[src/rtl/seg7_frame_rx_if.sv]
// seg7_frame_rx_if
//   Bundles the serial segment input and the decoded-digit output
//   handshake of seg7_frame_rx.
//
//   Serial side : in_bit, in_valid, in_sof (to receiver), in_ready (from receiver)
//   Output side : out_bcd[7:0], out_blank[1:0], out_err[1:0], out_valid,
//                 sync_err, frame_cnt[7:0] (from receiver), out_ready (to receiver)
//
//   modport slave  : the receiver itself
//   modport master : whoever drives bits and consumes frames
interface seg7_frame_rx_if;
  logic       in_bit;
  logic       in_valid;
  logic       in_sof;
  logic       in_ready;
  logic [7:0] out_bcd;
  logic [1:0] out_blank;
  logic [1:0] out_err;
  logic       out_valid;
  logic       out_ready;
  logic       sync_err;
  logic [7:0] frame_cnt;

  modport slave (
    input  in_bit, in_valid, in_sof, out_ready,
    output in_ready, out_bcd, out_blank, out_err, out_valid, sync_err, frame_cnt
  );

  modport master (
    output in_bit, in_valid, in_sof, out_ready,
    input  in_ready, out_bcd, out_blank, out_err, out_valid, sync_err, frame_cnt
  );
endinterface

[src/rtl/seg7_frame_rx.sv]
// seg7_frame_rx
//   Receives serialized frames of two active-low seven-segment codes
//   (tens first, then units; each code sent g..a, bit 6 first) and
//   presents the recovered BCD digits on a valid/ready handshake.
//
//   Ports:
//     clk    : system clock, rising edge
//     reset  : asynchronous, active-high reset
//     bus    : seg7_frame_rx_if.slave
//              in_bit/in_valid/in_sof in, in_ready out (= !out_valid)
//              out_bcd {tens,units}, out_blank, out_err, out_valid out,
//              out_ready in, sync_err pulse out, frame_cnt out
module seg7_frame_rx (
  input  logic           clk,
  input  logic           reset,
  seg7_frame_rx_if.slave bus
);

  typedef enum logic [1:0] {
    IDLE  = 2'd0,
    SHIFT = 2'd1,
    HOLD  = 2'd2
  } state_t;

  state_t      state_reg;
  state_t      state_next;

  // Holds the first 13 bits of a frame; the 14th bit is taken straight
  // from in_bit into the decoder, so it never needs to be stored.
  logic [12:0] frame_reg;
  logic [3:0]  bit_cnt_reg;
  logic [7:0]  bcd_reg;
  logic [1:0]  blank_reg;
  logic [1:0]  err_reg;
  logic        sync_err_reg;
  logic [7:0]  frame_cnt_reg;

  logic        out_valid_int;
  logic        in_ready_int;
  logic        accept;
  logic        handshake;
  logic        last_bit;
  logic [13:0] frame_full;
  logic [5:0]  tens_dec;
  logic [5:0]  units_dec;

  // Returns {err, blank, digit}. Matching is exact on all seven bits.
  function automatic logic [5:0] decode_seg(input logic [6:0] code);
    logic [5:0] res;
    case (code)
      7'h40:   res = {2'b00, 4'd0};
      7'h79:   res = {2'b00, 4'd1};
      7'h24:   res = {2'b00, 4'd2};
      7'h30:   res = {2'b00, 4'd3};
      7'h19:   res = {2'b00, 4'd4};
      7'h12:   res = {2'b00, 4'd5};
      7'h02:   res = {2'b00, 4'd6};
      7'h78:   res = {2'b00, 4'd7};
      7'h00:   res = {2'b00, 4'd8};
      7'h10:   res = {2'b00, 4'd9};
      7'h7F:   res = {2'b01, 4'hF};
      default: res = {2'b10, 4'hF};
    endcase
    return res;
  endfunction

  // Handshake qualifiers.
  assign accept     = bus.in_valid && in_ready_int;
  assign handshake  = out_valid_int && bus.out_ready;
  assign last_bit   = (state_reg == SHIFT) && !bus.in_sof && (bit_cnt_reg == 4'd13);
  assign frame_full = {frame_reg, bus.in_bit};
  assign tens_dec   = decode_seg(frame_full[13:7]);
  assign units_dec  = decode_seg(frame_full[6:0]);

  // FSM: state register.
  always_ff @(posedge clk or posedge reset) begin
    if (reset) begin
      state_reg <= IDLE;
    end else begin
      state_reg <= state_next;
    end
  end

  // FSM: next-state logic. A mid-frame in_sof keeps the FSM in SHIFT;
  // the datapath restarts the frame.
  always_comb begin
    state_next = state_reg;
    case (state_reg)
      IDLE:    if (accept && bus.in_sof) state_next = SHIFT;
      SHIFT:   if (accept && last_bit)   state_next = HOLD;
      HOLD:    if (handshake)            state_next = IDLE;
      default: state_next = IDLE;
    endcase
  end

  // FSM: outputs. out_valid is exactly the HOLD state, so in_ready
  // drops in the same cycle the decoded frame appears.
  always_comb begin
    out_valid_int = (state_reg == HOLD);
    in_ready_int  = !out_valid_int;
  end

  // Datapath: bit capture, decode load, resync pulse and frame counter.
  always_ff @(posedge clk or posedge reset) begin
    if (reset) begin
      frame_reg     <= '0;
      bit_cnt_reg   <= '0;
      bcd_reg       <= '0;
      blank_reg     <= '0;
      err_reg       <= '0;
      sync_err_reg  <= 1'b0;
      frame_cnt_reg <= '0;
    end else begin
      sync_err_reg <= 1'b0;
      if (accept && bus.in_sof) begin
        // Start (or restart) a frame with this bit as bit 0.
        frame_reg    <= {12'd0, bus.in_bit};
        bit_cnt_reg  <= 4'd1;
        sync_err_reg <= (state_reg == SHIFT);
      end else if (accept && (state_reg == SHIFT)) begin
        frame_reg <= frame_full[12:0];
        if (last_bit) begin
          bit_cnt_reg <= 4'd0;
          bcd_reg     <= {tens_dec[3:0], units_dec[3:0]};
          blank_reg   <= {tens_dec[4], units_dec[4]};
          err_reg     <= {tens_dec[5], units_dec[5]};
        end else begin
          bit_cnt_reg <= bit_cnt_reg + 4'd1;
        end
      end
      if (handshake) begin
        frame_cnt_reg <= frame_cnt_reg + 8'd1;
      end
    end
  end

  assign bus.in_ready  = in_ready_int;
  assign bus.out_valid = out_valid_int;
  assign bus.out_bcd   = bcd_reg;
  assign bus.out_blank = blank_reg;
  assign bus.out_err   = err_reg;
  assign bus.sync_err  = sync_err_reg;
  assign bus.frame_cnt = frame_cnt_reg;

endmodule
[src/flat_wrapper.sv]
// flat-port wrapper written by rule: the top's interface ports become plain ports
module seg7_frame_rx_flat 
  (clk, reset, bus_in_bit, bus_in_valid, bus_in_sof, bus_out_ready, bus_in_ready, bus_out_bcd, bus_out_blank, bus_out_err, bus_out_valid, bus_sync_err, bus_frame_cnt);
  seg7_frame_rx_if bus_i ();
  input  logic clk;
  input  logic reset;
  input wire logic [$bits(bus_i.in_bit)-1:0] bus_in_bit;
  input wire logic [$bits(bus_i.in_valid)-1:0] bus_in_valid;
  input wire logic [$bits(bus_i.in_sof)-1:0] bus_in_sof;
  input wire logic [$bits(bus_i.out_ready)-1:0] bus_out_ready;
  output wire logic [$bits(bus_i.in_ready)-1:0] bus_in_ready;
  output wire logic [$bits(bus_i.out_bcd)-1:0] bus_out_bcd;
  output wire logic [$bits(bus_i.out_blank)-1:0] bus_out_blank;
  output wire logic [$bits(bus_i.out_err)-1:0] bus_out_err;
  output wire logic [$bits(bus_i.out_valid)-1:0] bus_out_valid;
  output wire logic [$bits(bus_i.sync_err)-1:0] bus_sync_err;
  output wire logic [$bits(bus_i.frame_cnt)-1:0] bus_frame_cnt;
  assign bus_i.in_bit = bus_in_bit;
  assign bus_i.in_valid = bus_in_valid;
  assign bus_i.in_sof = bus_in_sof;
  assign bus_i.out_ready = bus_out_ready;
  assign bus_in_ready = bus_i.in_ready;
  assign bus_out_bcd = bus_i.out_bcd;
  assign bus_out_blank = bus_i.out_blank;
  assign bus_out_err = bus_i.out_err;
  assign bus_out_valid = bus_i.out_valid;
  assign bus_sync_err = bus_i.sync_err;
  assign bus_frame_cnt = bus_i.frame_cnt;
  seg7_frame_rx u_core (.clk(clk), .reset(reset), .bus(bus_i));
endmodule
[config.mk]
export PLATFORM = sky130hd
export DESIGN_NAME = seg7_frame_rx_flat
export DESIGN_NICKNAME = d
export VERILOG_FILES = /design/src/rtl/seg7_frame_rx_if.sv /design/src/rtl/seg7_frame_rx.sv /design/src/flat_wrapper.sv
export SDC_FILE = /design/constraint.sdc
export NUM_CORES = 1
export LEC_CHECK = 0
export CORE_MARGIN = 5
export CORE_UTILIZATION = 55
export CTS_CLUSTER_SIZE = 16
export DETAILED_ROUTE_END_ITERATION = 6
export PLACE_DENSITY = 0.8
export REMOVE_ABC_BUFFERS = 1
export SLEW_MARGIN = 20
export SYNTH_ARGS = -nofsm -noshare
export SYNTH_HDL_FRONTEND = slang
export SYNTH_SLANG_ARGS = --single-unit
[constraint.sdc]
create_clock -name clk -period 3 [get_ports clk]
set_input_delay 0.6 -clock clk [delete_from_list [all_inputs] [get_ports clk]]
set_output_delay 0.6 -clock clk [all_outputs]
set_load 0.05 [all_outputs]
==> results of run 1 <==
==> cell type report <==
cell class	count	area, um2	share of cell area, %
Tap cell	48	60.1	2.49
Sequential cell	40	1000	41.5
Clock buffer	6	82.6	3.42
Inverter	6	22.5	0.933
Timing Repair Buffer	32	310	12.8
Clock inverter	2	10.0	0.415
Multi-Input combinational cell	141	928	38.4
==> cells in the mapped netlist, drive strengths merged (2+ instances only) <==
cell     n
a21oi    6
a22o    13
a31oi    3
a41oi    2
and3     3
buf      6
clkbuf   9
dfrtp   40
ha       3
inv      6
mux2     3
nand2   18
nand2b   3
nand3   10
nand3b   2
nand4    2
nand4b   2
nor2    14
nor3     5
nor3b    2
o21ai   16
o32a     3
or3      3
xnor2    6
xor2     6
==> layer usage <==
metal  share of wire, %  up-vias
met4                1.8        0
met2                 53       35
met3                4.5        9
li1                   -      778
met1                 41      800
met5                  0        -
==> worst reg2reg max path: cells and delay by family, from the launching register on <==
| kind | cells | cell delay, ns |
|---|---|---|
| AO/OA/AOI/OAI | 2 | 0.45 |
| flip-flops | 1 | 0.48 |
| AND/OR/NAND/NOR | 3 | 1.05 |
==> through the flow <==
| step | cells | instance area, um2 | hold WS (ns) | total power [W] |
|---|---|---|---|---|
| floorplan | 187 | 1950 | 0.473 | 0.000659 |
| finish | 275 | 2410 | 0.488 | 0.00105 |
| global route | 275 | 2410 | 0.508 | 0.00110 |
| CTS | 275 | 2410 | 0.492 | 0.00106 |
| global placement | 267 | 2320 | 0.462 | 0.000690 |
| detailed placement | 267 | 2320 | 0.478 | 0.000701 |
==> kinds of logic (layout without fill, tap and decap cells) <==
logic type,count (synthesis),after routing
XOR/XNOR,12,12
buffers and inverters,21,46
adder cells (fa/ha/maj),3,3
AO/OA/AOI/OAI,51,51
multiplexers,3,3
AND/OR/NAND/NOR,72,72
flip-flops,40,40
==> report_power, final <==
group | total (W) | internal [W] | switching (W) | leakage [nW]
sequential | 0.000578 | 0.000553 | 0.0000248 | 0.543
combinational | 0.000112 | 0.0000486 | 0.0000638 | 0.487
clock | 0.000364 | 0.000183 | 0.000180 | 0.0510
total | 0.00105 | 0.000785 | 0.000269 | 1.08
==> path summary, 6_finish.rpt <==
kind | to | depth (start not counted)
setup / recovery | u_core.bus.out_bcd[2] | 6
hold / removal | u_core.bus.frame_cnt[7] | 1
setup reg to reg | u_core.bus.out_bcd[2] | 5
hold reg to reg | u_core.bus.frame_cnt[7] | 1
max in group asynchronous | u_core.bit_cnt_reg[2] | 3
min in group asynchronous | u_core.bus.out_err[1] | 3
==> flow_metrics.env, run 1 <==
export IMPL_finClkSkew_ns=0.00756
export IMPL_cts_buffers=5
export IMPL_cts_htree_levels=2
export IMPL_critical_path_cell_chain="clkdlybuf4s50_1 -> or4_4 -> nor3_1 -> o21ai_1 -> and3_4 -> o32a_1"
export IMPL_cts_hold_buffers=0
export IMPL_final_max_slew_violation_count=0
export IMPL_timing_critical_path_max_delay_family="simple AND/OR/NAND/NOR gates"
export IMPL_simple_gate_share_of_the_synthesized_area_pct=19.4
export IMPL_antenna_diode_count=0
export IMPL_grt_pass1_vias=1679
export IMPL_setup_reg_to_reg_worst_slack_ns=0.90
export IMPL_num_io_pins=29
export IMPL_fin_crit_ns=2.45
export IMPL_synthToLayoutAreaGrowth_pct=19.4
export IMPL_setup_viol=0
export IMPL_holdCritStartpoint="u_core.bus.frame_cnt[7]"
export IMPL_crit_path_setup_slack_layout_ns=0.551
export IMPL_detail_route_iter0_violations=92
export IMPL_gr_usage_met1_pct=22.0
export IMPL_nFillCells=274
export IMPL_grt_ovfl_total=0
export IMPL_most_common_cell_after_layout_fill_and_taps_aside="dfrtp_1"
export IMPL_final_net_count=235
export IMPL_antenna_found_initial=0
export IMPL_met3_usage_grt_pct=5.82
export IMPL_crit_path_start_kind="input port"
export IMPL_grt_first_pass_wirelength_mm=7.50
export IMPL_synthAdderAreaFrac_pct=1.86
export IMPL_max_cap_violations=0
export IMPL_beginning_of_the_critical_path="bus_in_bit"
export IMPL_grt_use_met2_pct=32.5
export IMPL_die_x_um=70.6
export IMPL_slowest_delay_ns=0.59
export IMPL_worst_skew_pair_late_latency_ns=0.29
export IMPL_cts_tree="built"
export IMPL_power_density_cell_area_mw_per_mm2=437
export IMPL_design_die_area_mm2=0.00499
export IMPL_fraction_of_registers_with_async_set_reset_pct=100
export IMPL_cell_types_occupying_the_most_area_after_synthesis="dfrtp_1 (50%), a22o_1 (5.6%), o21ai_0 (3.7%)"
export IMPL_std_cell_rows=22
export IMPL_ys_ff_latch=40
export IMPL_synth_top_family_by_area="simple AND/OR/NAND/NOR gates"
export IMPL_drcViolationCount=0
export IMPL_place_port_buffers=28
export IMPL_synthDominantCellAreaShare_pct=49.5
export IMPL_synth_main_ff_cell="dfrtp_1"
export IMPL_core_mm2=0.00361
export IMPL_peakVddDrop_v=0.000320
export IMPL_final_core_util_pct=67.0
export IMPL_firstDrtPassIters=4
export IMPL_clockRootBuffer="clkbuf_8"
export IMPL_avgSynthCellArea_um2=10.0
export IMPL_netlist_cell_type_count=45
export IMPL_detail_route_vias_per_cell=5.90
export IMPL_synth_edff_count=0
export IMPL_leak_nw=1.08
export IMPL_sequential_element_share_of_the_synthesized_area_pct=49.5
export IMPL_starting_utilization_of_the_core_area_pct=56.1
export IMPL_yosys_warnings=0
export IMPL_worstSetupPathType="in2reg"
export IMPL_clk_pin_slew_ns=0.08
export IMPL_largest_reg_flops=13
export IMPL_end_kind="flip-flop"
export IMPL_yosys_area_share_xor_xnor_pct=5.20
export IMPL_top_usage_layer="met2"
export IMPL_tot_gr_track_use_pct=18.7
export IMPL_worstMarginPinSlew_ns=0.841
export IMPL_layout_drive_gt1_share_pct=8.37
export IMPL_hold_violations=0
export IMPL_synth_top_area_cell="dfrtp_1"
export IMPL_die_h_um=70.6
export IMPL_worstReg2RegStart="u_core.frame_reg[5]"
export IMPL_vias=1622
export IMPL_grt_max_degree=41
export IMPL_syn_cell_area_mm2=0.00202
export IMPL_pre_cts_slack_ns=0.235
export IMPL_hpwl_mm=3.03
export IMPL_syn_inst=202
export IMPL_hold_path_class="reg2reg"
export IMPL_synth_mux_area_fraction_pct=1.67
export IMPL_max_clock_path_buffers=2
export IMPL_detail_route_wl_per_cell_um=15.4
export IMPL_post_cts_resized=0
export IMPL_critical_path_slowest_cell="or4_4"
export IMPL_maxSlewHeadroom_pct=43.2
export IMPL_worst_endpoint_required_ns=3.18
export IMPL_grt_setup_unrepaired="no"
export IMPL_post_cts_setup_buffers=0
export IMPL_layout_common_cells="dfrtp_1 (40), clkdlybuf4s50_1 (28), nand2_1 (18), o21ai_0 (15), nor2_1 (14)"
export IMPL_synth_compound_area_share_pct=17.8
export IMPL_timing_critical_path_arrival_ns=2.62
export IMPL_postRouteAntennaNets=0
export IMPL_wirelength_mm=4.22
export IMPL_final_setup_tns_ns=0
export IMPL_fmax_ghz=0.408
export IMPL_clock_sinks=40
export IMPL_cp_max_fo=8
export IMPL_layout_worst_path_cycle_share_pct=81.6
export IMPL_place_gp_congestion=0.777
export IMPL_critical_path_buf_inv_count=1
export IMPL_outcome="finished clean"
Power figures use the tool's default switching activity.
==> run 2, diff against run 1 <==
--- a/config.mk
+++ b/config.mk
@@ -6,10 +6,10 @@
 export NUM_CORES = 1
 export LEC_CHECK = 0
 export CORE_MARGIN = 5
-export CORE_UTILIZATION = 55
+export CORE_UTILIZATION = 48
 export CTS_CLUSTER_SIZE = 16
 export DETAILED_ROUTE_END_ITERATION = 6
-export PLACE_DENSITY = 0.8
+export PLACE_DENSITY = 0.75
 export REMOVE_ABC_BUFFERS = 1
 export SLEW_MARGIN = 20
 export SYNTH_ARGS = -nofsm -noshare
==> constraint.sdc (replaced) <==
create_clock -name clk -period 2.2 [get_ports clk]
set_input_delay 0.44 -clock clk [delete_from_list [all_inputs] [get_ports clk]]
set_output_delay 0.44 -clock clk [all_outputs]
set_load 0.05 [all_outputs]
==> run 2 against run 1 <==
Sequential power is 35% higher. Total power increased by 34%. Worst setup slack worse by 0.43 ns. Clock power grew 24%. Final cell count increased by 4.7%. Flip-flop and latch count is the same.
==> flow_metrics.env, run 2 (synthesized netlist as in run 1, its figures left out) <==
export IMPL_timing_critical_path_arrival_ns=2.26
export IMPL_grt_pass1_vias=1562
export IMPL_hpwl_mm=2.96
export IMPL_most_common_cell_after_layout_fill_and_taps_aside="dfrtp_1"
export IMPL_cts_buffers=5
export IMPL_fmax_ghz=0.480
export IMPL_top_usage_layer="met2"
export IMPL_slowest_delay_ns=0.57
export IMPL_pre_cts_slack_ns=-0.272
export IMPL_worstSetupPathType="in2reg"
export IMPL_clock_sinks=40
export IMPL_stdcell_area_mm2=0.00251
export IMPL_largest_reg_flops=13
export IMPL_post_cts_resized=0
export IMPL_final_net_count=247
export IMPL_switching_share_pct=25.2
export IMPL_end_kind="flip-flop"
export IMPL_num_io_pins=29
export IMPL_hold_path_class="reg2reg"
export IMPL_internal_power_w=0.00105
export IMPL_critical_path_cell_chain="clkdlybuf4s50_1 -> or4_4 -> nor3b_4 -> a21oi_1 -> and3_4 -> o32a_1"
export IMPL_crit_path_setup_slack_layout_ns=0.118
export IMPL_final_max_slew_violation_count=0
export IMPL_post_cts_setup_buffers=0
export IMPL_max_clock_path_buffers=2
export IMPL_tot_gr_track_use_pct=16.4
export IMPL_peakVddDrop_v=0.000452
export IMPL_wirelength_mm=4.08
export IMPL_grt_max_degree=41
export IMPL_starting_utilization_of_the_core_area_pct=50.2
export IMPL_gr_usage_met1_pct=20.4
export IMPL_clk_pin_slew_ns=0.07
export IMPL_cts_htree_levels=2
export IMPL_worstMarginPinSlew_ns=0.506
export IMPL_die_x_um=74.9
export IMPL_p_seq_share_pct=55.4
export IMPL_firstDrtPassIters=4
export IMPL_synthToLayoutAreaGrowth_pct=24.1
export IMPL_hold_violations=0
export IMPL_antenna_found_initial=0
export IMPL_drcViolationCount=0
export IMPL_grt_setup_unrepaired="no"
export IMPL_layout_common_cells="dfrtp_1 (40), clkdlybuf4s50_1 (26), nand2_1 (18), buf_4 (17), o21ai_0 (15)"
export IMPL_worst_endpoint_required_ns=2.37
export IMPL_finClkSkew_ns=0.00814
export IMPL_setup_viol=0
export IMPL_cts_tree="built"
export IMPL_crit_path_start_kind="input port"
export IMPL_design_die_area_mm2=0.00561
export IMPL_detail_route_vias_per_cell=5.64
export IMPL_net_switching_power_w=0.000355
export IMPL_worst_skew_pair_late_latency_ns=0.29
export IMPL_post_dp_cell_area_mm2=0.00242
export IMPL_power_density_cell_area_mw_per_mm2=561
export IMPL_met3_usage_grt_pct=5.07
export IMPL_cts_hold_buffers=0
export IMPL_critical_path_slowest_cell="or4_4"
export IMPL_outcome="finished clean"
export IMPL_comb_power_share_pct=12.6
export IMPL_nFillCells=349
export IMPL_antenna_diode_count=0
export IMPL_core_mm2=0.00403
export IMPL_grt_ovfl_total=0
export IMPL_grt_first_pass_wirelength_mm=6.89
export IMPL_max_cap_violations=0
export IMPL_power_frac_clock_pct=32.0
export IMPL_cp_max_fo=5
export IMPL_layout_drive_gt1_share_pct=13.9
export IMPL_clockRootBuffer="clkbuf_8"
export IMPL_place_port_buffers=28
export IMPL_vias=1625
export IMPL_leak_nw=1.14
export IMPL_detail_route_wl_per_cell_um=14.2
export IMPL_place_gp_congestion=0.799
export IMPL_detail_route_iter0_violations=91
export IMPL_grt_use_met2_pct=27.0
export IMPL_die_h_um=74.9
export IMPL_layout_worst_path_cycle_share_pct=94.6
export IMPL_fin_crit_ns=2.08
export IMPL_maxSlewHeadroom_pct=66.1
export IMPL_std_cell_rows=23
export IMPL_postRouteAntennaNets=0
-- run 2: cell count changes in the layout (fill, tap and decap cells not counted), sizes merged --
cell	delta
buf	+14
clkdlybuf4s50	-2
clkinv	-1
-- run 2: critical path: cells and delay by family --
family | cells | cell delay (ns)
AO/OA/AOI/OAI | 2 | 0.40
AND/OR/NAND/NOR | 3 | 0.99
buffers and inverters | 1 | 0.43
-- run 2: cell type report --
class,instances,area (um2),area share [%]
clock buffer,6,72.6,2.89
timing repair buffer,44,408,16.3
multi-input combinational,141,938,37.4
clock inverter,1,5.00,0.199
sequential,40,1000,39.9
tap,50,62.6,2.49
inverter,6,22.5,0.897
-- run 2: power groups by stage --
| stage | logic (W) | registers [W] | clock network, W |
|---|---|---|---|
| global placement | 0.000174 | 0.000794 | 0 |
| CTS | 0.000179 | 0.000780 | 0.000462 |
| detailed placement | 0.000178 | 0.000794 | 0 |
| floorplan | 0.0000892 | 0.000809 | 0 |
| global route | 0.000200 | 0.000784 | 0.000496 |
| finish | 0.000178 | 0.000780 | 0.000450 |
-- run 2: final timing paths --
check / from / endpoint / slack, ns / cells after the start
worst max register to register: u_core.bit_cnt_reg[1] / u_core.bus.out_bcd[1] / 0.18 / 8
worst max-delay path: bus_in_bit / u_core.bus.out_bcd[1] / 0.12 / 6
min in group asynchronous: reset / u_core.bus.out_blank[1] / 0.57 / 3
worst min-delay path: u_core.bus.frame_cnt[7] / u_core.bus.frame_cnt[7] / 0.47 / 1
max in group asynchronous: reset / u_core.bit_cnt_reg[3] / 1.28 / 3
worst min register to register: u_core.bus.frame_cnt[7] / u_core.bus.frame_cnt[7] / 0.47 / 1
-- run 2: through the flow --
stage	cells	power (W)	utilization (%)	hold WS, ns	TNS, ns
after floorplan	187	0.000898	-	0.473	-0.570
after global placement	281	0.000968	60.1	0.461	-1.39
after detailed placement	281	0.000973	60.1	0.468	-1.92
after CTS	288	0.00142	62.0	0.478	0
after global routing	288	0.00148	62.3	0.482	0
final	288	0.00141	62.3	0.472	0
-- run 2: layer usage --
layer  part of all wire (%)  vias up
met3                    5.4        4
met2                     50       30
met1                     44      782
met4                    1.3        0
li1                       -      809
met5                      0        -
==> run 3, diff against run 2 <==
--- a/config.mk
+++ b/config.mk
@@ -5,11 +5,12 @@
 export SDC_FILE = /design/constraint.sdc
 export NUM_CORES = 1
 export LEC_CHECK = 0
+export ABC_AREA = 1
 export CORE_MARGIN = 5
-export CORE_UTILIZATION = 48
+export CORE_UTILIZATION = 50
 export CTS_CLUSTER_SIZE = 16
 export DETAILED_ROUTE_END_ITERATION = 6
-export PLACE_DENSITY = 0.75
+export PLACE_DENSITY = 0.76
 export REMOVE_ABC_BUFFERS = 1
 export SLEW_MARGIN = 20
 export SYNTH_ARGS = -nofsm -noshare
==> constraint.sdc (replaced) <==
create_clock -name clk -period 2.2 [get_ports clk]
set_input_delay 0.55 -clock clk [delete_from_list [all_inputs] [get_ports clk]]
set_output_delay 0.55 -clock clk [all_outputs]
set_load 0.05 [all_outputs]
==> run 3 against run 2 <==
Clock power rose by 35%. Clock-buffer cell count is 1 lower. Via count increased by 10%. Global-route usage decreased by 1.6 points. Hold slack worse by 0.0038 ns. Non-clock buffer count is 15 lower. Total power rose by 20%. Critical path depth decreased by 5. Final cell count rose by 26%. Largest power group unchanged.
==> flow_metrics.env, run 3 <==
export IMPL_outcome="finished clean"
export IMPL_synth_edff_count=0
export IMPL_grt_pass1_vias=1753
export IMPL_postRouteAntennaNets=0
export IMPL_layout_worst_path_cycle_share_pct=96.6
export IMPL_most_common_cell_after_layout_fill_and_taps_aside="nand2_1"
export IMPL_sequential_element_share_of_the_synthesized_area_pct=44.4
export IMPL_synth_top_area_cell="dfrtp_1"
export IMPL_design_die_area_mm2=0.00595
export IMPL_detail_route_vias_per_cell=4.92
export IMPL_hold_depth=1
export IMPL_tot_gr_track_use_pct=14.8
export IMPL_starting_utilization_of_the_core_area_pct=51.8
export IMPL_finClkSkew_ns=0.00425
export IMPL_worstSetupPathType="reg2out"
export IMPL_area_sequential_mm2=0.00100
export IMPL_end_kind="primary output"
export IMPL_holdCritStartpoint="u_core.bus.frame_cnt[7]"
export IMPL_critical_path_buf_inv_count=1
export IMPL_cts_buffers=5
export IMPL_worst_endpoint_required_ns=1.65
export IMPL_clockRootBuffer="clkbuf_8"
export IMPL_timing_critical_path_max_delay_family="buffers and inverters"
export IMPL_ys_ff_latch=40
export IMPL_fraction_of_registers_with_async_set_reset_pct=100
export IMPL_crit_path_start_kind="flip-flop"
export IMPL_placed_cells=356
export IMPL_avgSynthCellArea_um2=8.11
export IMPL_synthDominantCellAreaShare_pct=44.4
export IMPL_nFillCells=379
export IMPL_hpwl_mm=3.08
export IMPL_cts_hold_buffers=0
export IMPL_max_clock_path_buffers=2
export IMPL_std_cell_rows=24
export IMPL_firstDrtPassIters=4
export IMPL_beginning_of_the_critical_path="u_core.bus.frame_cnt[5]"
export IMPL_maxSlewHeadroom_pct=66.4
export IMPL_grt_max_degree=41
export IMPL_grt_ovfl_total=0
export IMPL_netlist_cell_type_count=24
export IMPL_clock_sinks=40
export IMPL_timing_hold_worst_endpoint="u_core.bus.frame_cnt[7]"
export IMPL_power_frac_clock_pct=36.0
export IMPL_max_cap_violations=0
export IMPL_synthToLayoutAreaGrowth_pct=19.0
export IMPL_worst_skew_pair_late_latency_ns=0.29
export IMPL_hold_path_class="reg2reg"
export IMPL_net_switching_power_w=0.000485
export IMPL_syn_cell_area_mm2=0.00225
export IMPL_internal_power_w=0.00120
export IMPL_fin_crit_ns=2.13
export IMPL_die_h_um=77.2
export IMPL_layout_common_cells="nand2_1 (86), dfrtp_1 (40), nor2_1 (32), clkdlybuf4s50_1 (26)"
export IMPL_cp_max_fo=4
export IMPL_place_port_buffers=28
export IMPL_worstReg2RegEnd="u_core.bus.out_bcd[0]"
export IMPL_antenna_diode_count=0
export IMPL_vias=1790
export IMPL_cell_types_occupying_the_most_area_after_synthesis="dfrtp_1 (44%), nand2_1 (14%), o22ai_2 (5.5%)"
export IMPL_largest_reg_flops=13
export IMPL_power_density_cell_area_mw_per_mm2=629
export IMPL_fmax_ghz=0.471
export IMPL_detail_route_iter0_violations=87
export IMPL_clk_pin_slew_ns=0.08
export IMPL_antenna_found_initial=0
export IMPL_layout_drive_gt1_share_pct=19.6
export IMPL_timing_critical_path_depth=1
export IMPL_yosys_warnings=0
export IMPL_final_net_count=320
export IMPL_post_cts_setup_buffers=0
export IMPL_hold_violations=0
export IMPL_multiInputGateArea_mm2=0.00111
export IMPL_yosys_cell_count_top_type="nand2_1"
export IMPL_cts_tree="built"
export IMPL_timing_critical_path_arrival_ns=1.58
export IMPL_worstMarginPinSlew_ns=0.503
export IMPL_num_io_pins=29
export IMPL_final_max_slew_violation_count=0
export IMPL_setup_reg_to_reg_worst_slack_ns=0.63
export IMPL_synth_main_ff_cell="dfrtp_1"
export IMPL_worst_r2r_path_depth=8
export IMPL_detail_route_wl_per_cell_um=11.3
export IMPL_core_mm2=0.00435
export IMPL_leak_nw=1.29
export IMPL_slowest_delay_ns=0.84
export IMPL_critical_path_cell_chain="clkdlybuf4s50_1"
export IMPL_setup_viol=0
export IMPL_p_seq_share_pct=47.8
export IMPL_die_x_um=77.2
export IMPL_cts_htree_levels=2
export IMPL_post_synth_most_frequent_cells="nand2_1 (86), dfrtp_1 (40), nor2_1 (32)"
export IMPL_final_setup_tns_ns=0
export IMPL_switching_share_pct=28.7
export IMPL_worstReg2RegStart="u_core.bit_cnt_reg[1]"
export IMPL_syn_inst=278
export IMPL_critical_path_slowest_cell="clkdlybuf4s50_1"
export IMPL_drcViolationCount=0
export IMPL_grt_first_pass_wirelength_mm=7.47
export IMPL_wirelength_mm=4.12
export IMPL_post_cts_resized=0
export IMPL_comb_power_share_pct=16.3
export IMPL_finalNonFillerCells=364
export IMPL_place_gp_congestion=0.864
export IMPL_grt_setup_unrepaired="no"
export IMPL_peakVddDrop_v=0.000495
==> run 3: cell types whose count changed after synthesis, moves of 9 or more <==
cell,delta
nand2_2,+10
inv_1,+9
o22ai_2,+10
nand2_1,+68
a22o_1,-13
nor2_1,+18
clkbuf_1,-9
inv_2,+15
==> run 3: per-stage QoR <==
stage / area (um2) / util [%] / hold WS [ns] / worst slack, ns / total power (W)
finish: 2680 / 61.6 / 0.469 / 0.0748 / 0.00169
global route: 2680 / 61.6 / 0.506 / 0.00402 / 0.00179
CTS: 2680 / 61.6 / 0.476 / 0.0599 / 0.00172
detailed placement: 2570 / 59.0 / 0.465 / 0.185 / 0.00110
global placement: 2570 / 59.0 / 0.458 / 0.216 / 0.00109
floorplan: 2220 / - / 0.450 / 0.466 / 0.00103
==> run 3: cells by family after synthesis <==
| kind of cell | share of synthesized area (%) |
|---|---|
| adders and majority gates | 1.66 |
| DFF | 44.4 |
| and+or+nand+nor | 34.0 |
| AOI/OAI and AO/OA | 9.93 |
| xor gates and xnor gates | 3.50 |
| buffers and inverters | 6.49 |
==> run 3: metal layers <==
metal | vias up | track usage (%) | share of wire (%)
met4 | 0 | 4.30 | 1.3
met5 | - | 0 | 0
met2 | 40 | 24.3 | 45
met3 | 5 | 3.75 | 5.2
li1 | 949 | - | -
met1 | 796 | 19.3 | 48
==> run 3: cell type report <==
class	count	share of cell area (%)
Multi-Input combinational cell	205	41.3
Sequential cell	40	37.3
Timing Repair Buffer	29	10.5
Inverter	30	4.20
Clock buffer	5	2.56
Tap cell	52	2.42
Clock inverter	3	1.72
==> run 3: worst max path at each step <==
stage / slack [ns] / end
2_1_floorplan: 0.47 / u_core.frame_reg[0]
3_3_place_gp: 0.22 / u_core.frame_reg[12]
3_5_place_dp: 0.19 / u_core.bus.out_bcd[0]
4_1_cts: 0.06 / bus_frame_cnt[5]
5_1_grt: 0.004 / bus_frame_cnt[5]
6_report: 0.07 / bus_frame_cnt[5]
==> run 3: power by group through the flow <==
stage	registers, W	logic, W	clock network, W
CTS	0.000806	0.000279	0.000630
floorplan	0.000837	0.000190	0
global route	0.000812	0.000313	0.000664
global placement	0.000819	0.000273	0
finish	0.000807	0.000275	0.000608
detailed placement	0.000820	0.000277	0
